==> src/rtl/prio_scan_encoder.sv <==
// prio_scan_encoder: registered priority/scan encoder, emits set-bit indices of a captured word one beat at a time
// Ports:
//   clk, rst          clock, synchronous active-high reset
//   in_valid/in_ready request word handshake, in_data = WIDTH-bit request vector
//   out_valid/out_ready index beat handshake
//   out_idx           binary index of the current set bit
//   out_last          final beat for the current word
//   out_zero          zero-word beat marker (present only when ENC_ZERO_BEAT_EN is defined)
// Parameters: WIDTH (2..256), MODE (0 = priority index only, 1 = scan all set bits),
//   PRIO_MSB (0 = lowest set bit first, 1 = highest set bit first)
// Macro ENC_ZERO_BEAT_EN: an accepted all-zero word yields one out_zero beat instead of being dropped.
module prio_scan_encoder #(
  parameter int WIDTH = 8,
  parameter int MODE = 1,
  parameter int PRIO_MSB = 0,
  localparam int IDX_W = $clog2(WIDTH)
) (
  input  logic             clk,
  input  logic             rst,
  input  logic             in_valid,
  output logic             in_ready,
  input  logic [WIDTH-1:0] in_data,
  output logic             out_valid,
  input  logic             out_ready,
  output logic [IDX_W-1:0] out_idx,
  output logic             out_last
`ifdef ENC_ZERO_BEAT_EN
  ,output logic            out_zero
`endif
);
  typedef enum logic {IDLE, SCAN} state_t;
  state_t state;
  logic [WIDTH-1:0] mask;
  logic zero;
  logic single;
  logic done;
  // Walk towards the winning end so the last hit is the priority bit.
  always_comb begin
    out_idx = '0;
    for (int j = 0; j < WIDTH; j++) begin
      if (mask[IDX_W'(PRIO_MSB != 0 ? j : WIDTH - 1 - j)])
        out_idx = IDX_W'(PRIO_MSB != 0 ? j : WIDTH - 1 - j);
    end
  end
  assign single = (mask != '0) && ((mask & (mask - WIDTH'(1))) == '0);
  assign in_ready = (state == IDLE) && !rst;
  assign out_valid = state == SCAN;
  assign out_last = out_valid && (zero || MODE == 0 || single);
  assign done = MODE == 0 || out_last;
`ifdef ENC_ZERO_BEAT_EN
  assign out_zero = out_valid && zero;
`endif
  always_ff @(posedge clk) begin
    if (rst) begin
      state <= IDLE;
      mask <= '0;
      zero <= 1'b0;
    end else if (state == IDLE) begin
      if (in_valid && |in_data) begin
        mask <= in_data;
        state <= SCAN;
      end
`ifdef ENC_ZERO_BEAT_EN
      else if (in_valid) begin
        zero <= 1'b1;
        state <= SCAN;
      end
`endif
    end else if (out_ready) begin
      mask <= done ? '0 : mask & ~(WIDTH'(1) << out_idx);
      zero <= 1'b0;
      state <= done ? IDLE : SCAN;
    end
  end
endmodule

==> config.mk <==
export PLATFORM = sky130hd
export DESIGN_NAME = prio_scan_encoder
export DESIGN_NICKNAME = d
export VERILOG_FILES = /design/src/rtl/prio_scan_encoder.sv
export SDC_FILE = /design/constraint.sdc
export NUM_CORES = 1
export LEC_CHECK = 0
export ABC_AREA = 1
export ABC_CLOCK_PERIOD_IN_PS = 1600
export CORE_UTILIZATION = 40
export CTS_BUF_LIST = sky130_fd_sc_hd__clkbuf_2 sky130_fd_sc_hd__clkbuf_4 sky130_fd_sc_hd__clkbuf_8
export DETAILED_ROUTE_END_ITERATION = 10
export PLACE_DENSITY = 0.69
export SKIP_CTS_REPAIR_TIMING = 1
export SLEW_MARGIN = 20
export SYNTH_ARGS = -nofsm -noshare
export SYNTH_HDL_FRONTEND = slang
export SYNTH_SLANG_ARGS = --single-unit
export TNS_END_PERCENT = 5
==> constraint.sdc <==
create_clock -name clk -period 1.6 [get_ports clk]
set_clock_uncertainty 0.05 [all_clocks]
set_input_delay 0.32 -clock clk [delete_from_list [all_inputs] [get_ports clk]]
set_output_delay 0.32 -clock clk [all_outputs]
set_load 0.1 [all_outputs]
==> impl_results.md <==
* Synth cell types at 18
* Register area share after synthesis at ~30%
* Final core occ at 69.8%
* H-tree levels at 1
* Synth Area in Compound Gates at roughly 8.8%
* P_leak at 0.469 nW
* Max-Cap Viols at 0
* Peak Freq at ~520 MHz
* Worst hold stages at 2
* Most frequent cell after synthesis: nor2_1
* Mapped Cells at 100
* Top post-synthesis cells by area: dfxtp_1 (30%), nor2_1 (14%), nand2_1 (12%)
* Routed Antenna Nets at 0
* Share of cells above drive strength 1 at between 20% and 30%
* Most instantiated cells after synthesis: nor2_1 (23), nand2_1 (20), inv_1 (13)
* Max VDD drop at 0.000762 V
* Final wirelength at between 1500 and 2000 microns
* Worst Hold Class: reg -> reg
* Final Setup Violations at 1
* Share of the synthesized area in the top cell type at between 20% and 30%
* Final setup margin at -0.320 ns
* CP Capture Type: primary output
* Levels on crit path at 8
* Setup TNS at -0.320 ns
* Top delay family on crit path: simple AND/OR/NAND/NOR gates
* CP Buf/Inv Count at 1
* RSZ-0062 raised after global routing: yes
* Reg2Reg Depth at 11
* Detailed-route via count at 701
* RD Place Congestion at 0.806
* Synth Area in Adders at 0%
* Largest family of logic cells by synthesized area: simple AND/OR/NAND/NOR gates
* CP peak stage delay at 0.34 ns
* CTS buffer count at 3
* Syn nets at 112
* GR Overflow Total at 0
* Gr usage total at 24.9%
* Clock slew at reported path FFs at 0.06 ns
* Crit-path max FO at 5
* Ports at 18
* Final Critical Period at 1.92 ns
* Synth warn at 0
* #FFs+latches synth at 9
* Fin crit share at 120%
* # diodes at 0
* Longest Clk Path Bufs at 2
* Status: finished, violations left
* Crit-path slowest cell: dfxtp_2
* DR WL/cell at 10.9 microns
* Synth Flop Type: dfxtp_1
* Final #Nets at 142
* Final hold violations at 0
* Violated checks: setup timing
* Die Y at about 41 microns
* P per Cell Area at 1110 mW/mm^2
* Core Region at 0.00137 sq mm
* Syn avg cell area at slightly above 6 sq um
* Synth Area in XOR/XNOR at 0%
* Worst EP arrival at 1.55 ns
* FP Rows at 13
* Clk_lat worst skew at ~0.27 ns
* DRC at 0
* Crit path launch type: register
* Total clock sinks at 9
* DR iter-0 viols at 11
* Initial Util at 44.6%
* Via/cell ratio at 4.87
* Total Die Area at 0.00168 sq mm
* Area delta synth->final at 56.5%
* CP cell instances: nor2_4, nor2_1, nor2_2, nand2_1, nor2_2, nand3_2, nor2_4, buf_12
* First-pass GRT wire length at 2550 microns
* Post-synth EDFFs at 0
* Async S/R FF share, synth at 0%
* Initial antenna violation count at 0
* Mux cell area share after synthesis at 0%
* Simple-gate share of the synthesized area at 48.0%
* Pwr Total at 1.06 mW
* Post-DP HPWL at about 1300 microns
* Final slew viol count at 0
* Number of global-route vias before repair at 632
* Worst Path Required at 1.23 ns
* Kind of critical path: reg -> out
* Pin count of the biggest net entering global routing at 10
* Mapped cell area at 609 sq um
* Post-synth top area cell: dfxtp_1
* Fill cells at 128
* Initial DRT Pass Iterations at 4
* DIE WIDTH at 41.0 microns
* # port buffers at 16
* CTS tree: built
* Root buf cell: clkbuf_4
==> state kept, by name (all words and copies together), names as in the netlist <==
name,count
mask,8
out_valid,1
==> report_power, final <==
group	internal [mW]	switching [mW]
Clock	0.114	0.0883
Combinational	0.226	0.356
Sequential	0.251	0.0254
==> logic make-up after synthesis <==
logic type | Yosys count
compound gates | 10
buf+inv | 16
simple gates | 64
other cells | 1
flops | 9
==> through the flow <==
stage	cell area [sq um]	worst slack, ns	cells	hold WS, ns
2_1_floorplan	624	-0.639	100	0.408
3_3_place_gp	913	-0.0412	140	0.443
3_5_place_dp	913	-0.0796	140	0.451
4_1_cts	943	-0.384	144	0.461
5_1_grt	953	-0.452	144	0.494
6_report	953	-0.320	144	0.460
==> cell type report <==
cell class | count | area [sq um] | area share (%)
multi-input cells | 75 | 373 | 39.1
flip-flops and latches | 9 | 183 | 19.2
well taps | 15 | 18.8 | 1.97
clock buffers | 4 | 30.0 | 3.15
repair buffers | 28 | 300 | 31.5
inverters | 13 | 48.8 | 5.12
==> final timing paths <==
path,slack (ns),end,from
setup reg to reg,0.09,mask[6],mask[0]
hold / removal,0.46,mask[2],mask[2]
hold reg to reg,0.46,mask[2],mask[2]
setup / recovery,-0.32,out_last,mask[0]
==> routing by layer <==
layer	vias up	routed length (microns)	track usage, %
li1	369	-	-
met1	305	699	27.4
met2	22	747	40.6
met3	5	80	8.70
met4	0	39	15.0
met5	-	0	0
==> worst register-to-register path: stages, from the launching register on <==
cell and delay (ns):
dfxtp_2 0.34, nor2_4 0.16, nor2_1 0.07, nor2_2 0.08, nand2_1 0.07, nor2_2 0.13, nand3_2 0.13, buf_4 0.16
nand2_2 0.06, nand2_2 0.07, nand2_1 0.07, nand2_1 0.04
==> layout by cell type, fill, tap and decap left out <==
cell,n
nand3_2,3
inv_1,13
nor2_1,20
buf_12,5
buf_4,12
o21ai_2,1
nor2_2,3
nand2_1,20
nand2_2,4
dfxtp_1,7
nand3_1,8
nand4_1,1
clkdlybuf4s50_1,11
and2_1,1
dfxtp_2,2
clkbuf_4,4
conb_1,1
nor3_1,1
a21oi_1,6
nor2_4,3
o21ai_0,3
No activity file was read; power rests on OpenSTA's default activity.
==> variant, RTL diff (config.mk and constraints unchanged) <==
Change the parameter `WIDTH` from 8 to 16.
--- a/src/rtl/prio_scan_encoder.sv
+++ b/src/rtl/prio_scan_encoder.sv
@@ -10,7 +10,7 @@
 //   PRIO_MSB (0 = lowest set bit first, 1 = highest set bit first)
 // Macro ENC_ZERO_BEAT_EN: an accepted all-zero word yields one out_zero beat instead of being dropped.
 module prio_scan_encoder #(
-  parameter int WIDTH = 8,
+  parameter int WIDTH = 16,
   parameter int MODE = 1,
   parameter int PRIO_MSB = 0,
   localparam int IDX_W = $clog2(WIDTH)
Ports: changed (resized in_data and out_idx); port bits go from 18 to 27. No check against the original RTL was run, so the function may have changed too.
==> variant against the original RTL <==
- the run still ends with negative setup slack left
- power grew 84%
- sequential cell count grew 8
- routed wire length grew 120%
- cell count grew 98%
- synthesized area grew 99%
- die area grew 93%
- final area grew 96%
- setup slack lost 0.30 ns
==> variant: results <==
[synthesis]
synth_nets = 220
yosysTopAreaCellShare_pct = 28.13
synthCells = 200
synthTopCellsByArea = dfxtp_1, nand2_1, nor2_1
synth_cell_types = 28

[critical_path]
rrSetupSlack_ns = -0.23
reg2reg_depth = 13
r2r_end = mask[8]

[global_routing]
grt_pass1_wl_um = 5595
grt_start_max_net_pins = 17

[die]
core_area_mm2 = 0.002805

[power]
p_comb_share_pct = 60.7
power.leakage_nw = 0.8681
switchingPower_uw = 913.7

[timing]
setup_viol = 20
fin_tns_setup_ns = -3.251
layout_setup_ws_ns = -0.6247

[clocking]
clk_latency_ns = 0.30

[placed_design]
port_buffers = 25
dp_hpwl_um = 2663

[status]
violations = negative setup slack
status = finished, violations left

[drt]
wl_per_cell_um = 12.12
vias_per_cell = 4.982
drt-initial-drc-count = 66

[finish]
fillCellCount = 256
largest_reg_flops = 16
-- variant: cell types whose count changed after synthesis, moves of 2 or more --
cell / unedited run / this run
o31ai_1: 0 / 2
nor4_1: 0 / 3
nor2_1: 23 / 32
a21oi_1: 6 / 13
nor2_4: 1 / 3
nand3_1: 9 / 16
dfxtp_1: 9 / 17
nand3b_1: 0 / 2
nand2_1: 20 / 62
o21ai_0: 3 / 8
inv_1: 13 / 16
nand2_4: 0 / 4
-- variant: per-layer routing --
metal	GRT usage, %	wire, um	vias to the layer above
met2	33.78	1609	40
met4	6.969	27	0
met3	2.268	152	4
li1	-	-	747
met5	0	0	-
met1	31.98	1666	629
-- variant: area by class of cell --
| cell class | instances | area, um2 | share of cell area, % |
|---|---|---|---|
| clock buffers | 3 | 22.52 | 1.206 |
| clock inverters | 1 | 5.005 | 0.2679 |
| inverters | 17 | 63.81 | 3.416 |
| multi-input cells | 161 | 849.6 | 45.48 |
| flip-flops and latches | 17 | 349.1 | 18.69 |
| well taps | 31 | 38.79 | 2.076 |
| repair buffers | 55 | 539.3 | 28.87 |
-- variant: critical path, cell delays in order (launching register included) --
cell	delay, ns
dfxtp_2	0.35
nor2_4	0.23
nand2_4	0.12
nand2_2	0.09
nand2_1	0.05
nor2_1	0.11
nand3_1	0.09
nor2_2	0.11
nand3_2	0.12
nor2_4	0.12
buf_12	0.18
-- variant: cell families (layout without fill, tap and decap cells) --
kind of cell	count (synthesis)	in the layout	synth area share (%)
AND/OR/NAND/NOR	134	134	51.50
flip-flops	17	17	28.13
other	1	1	0.3099
buffers and inverters	22	76	8.479
AO/OA/AOI/OAI	26	26	11.58
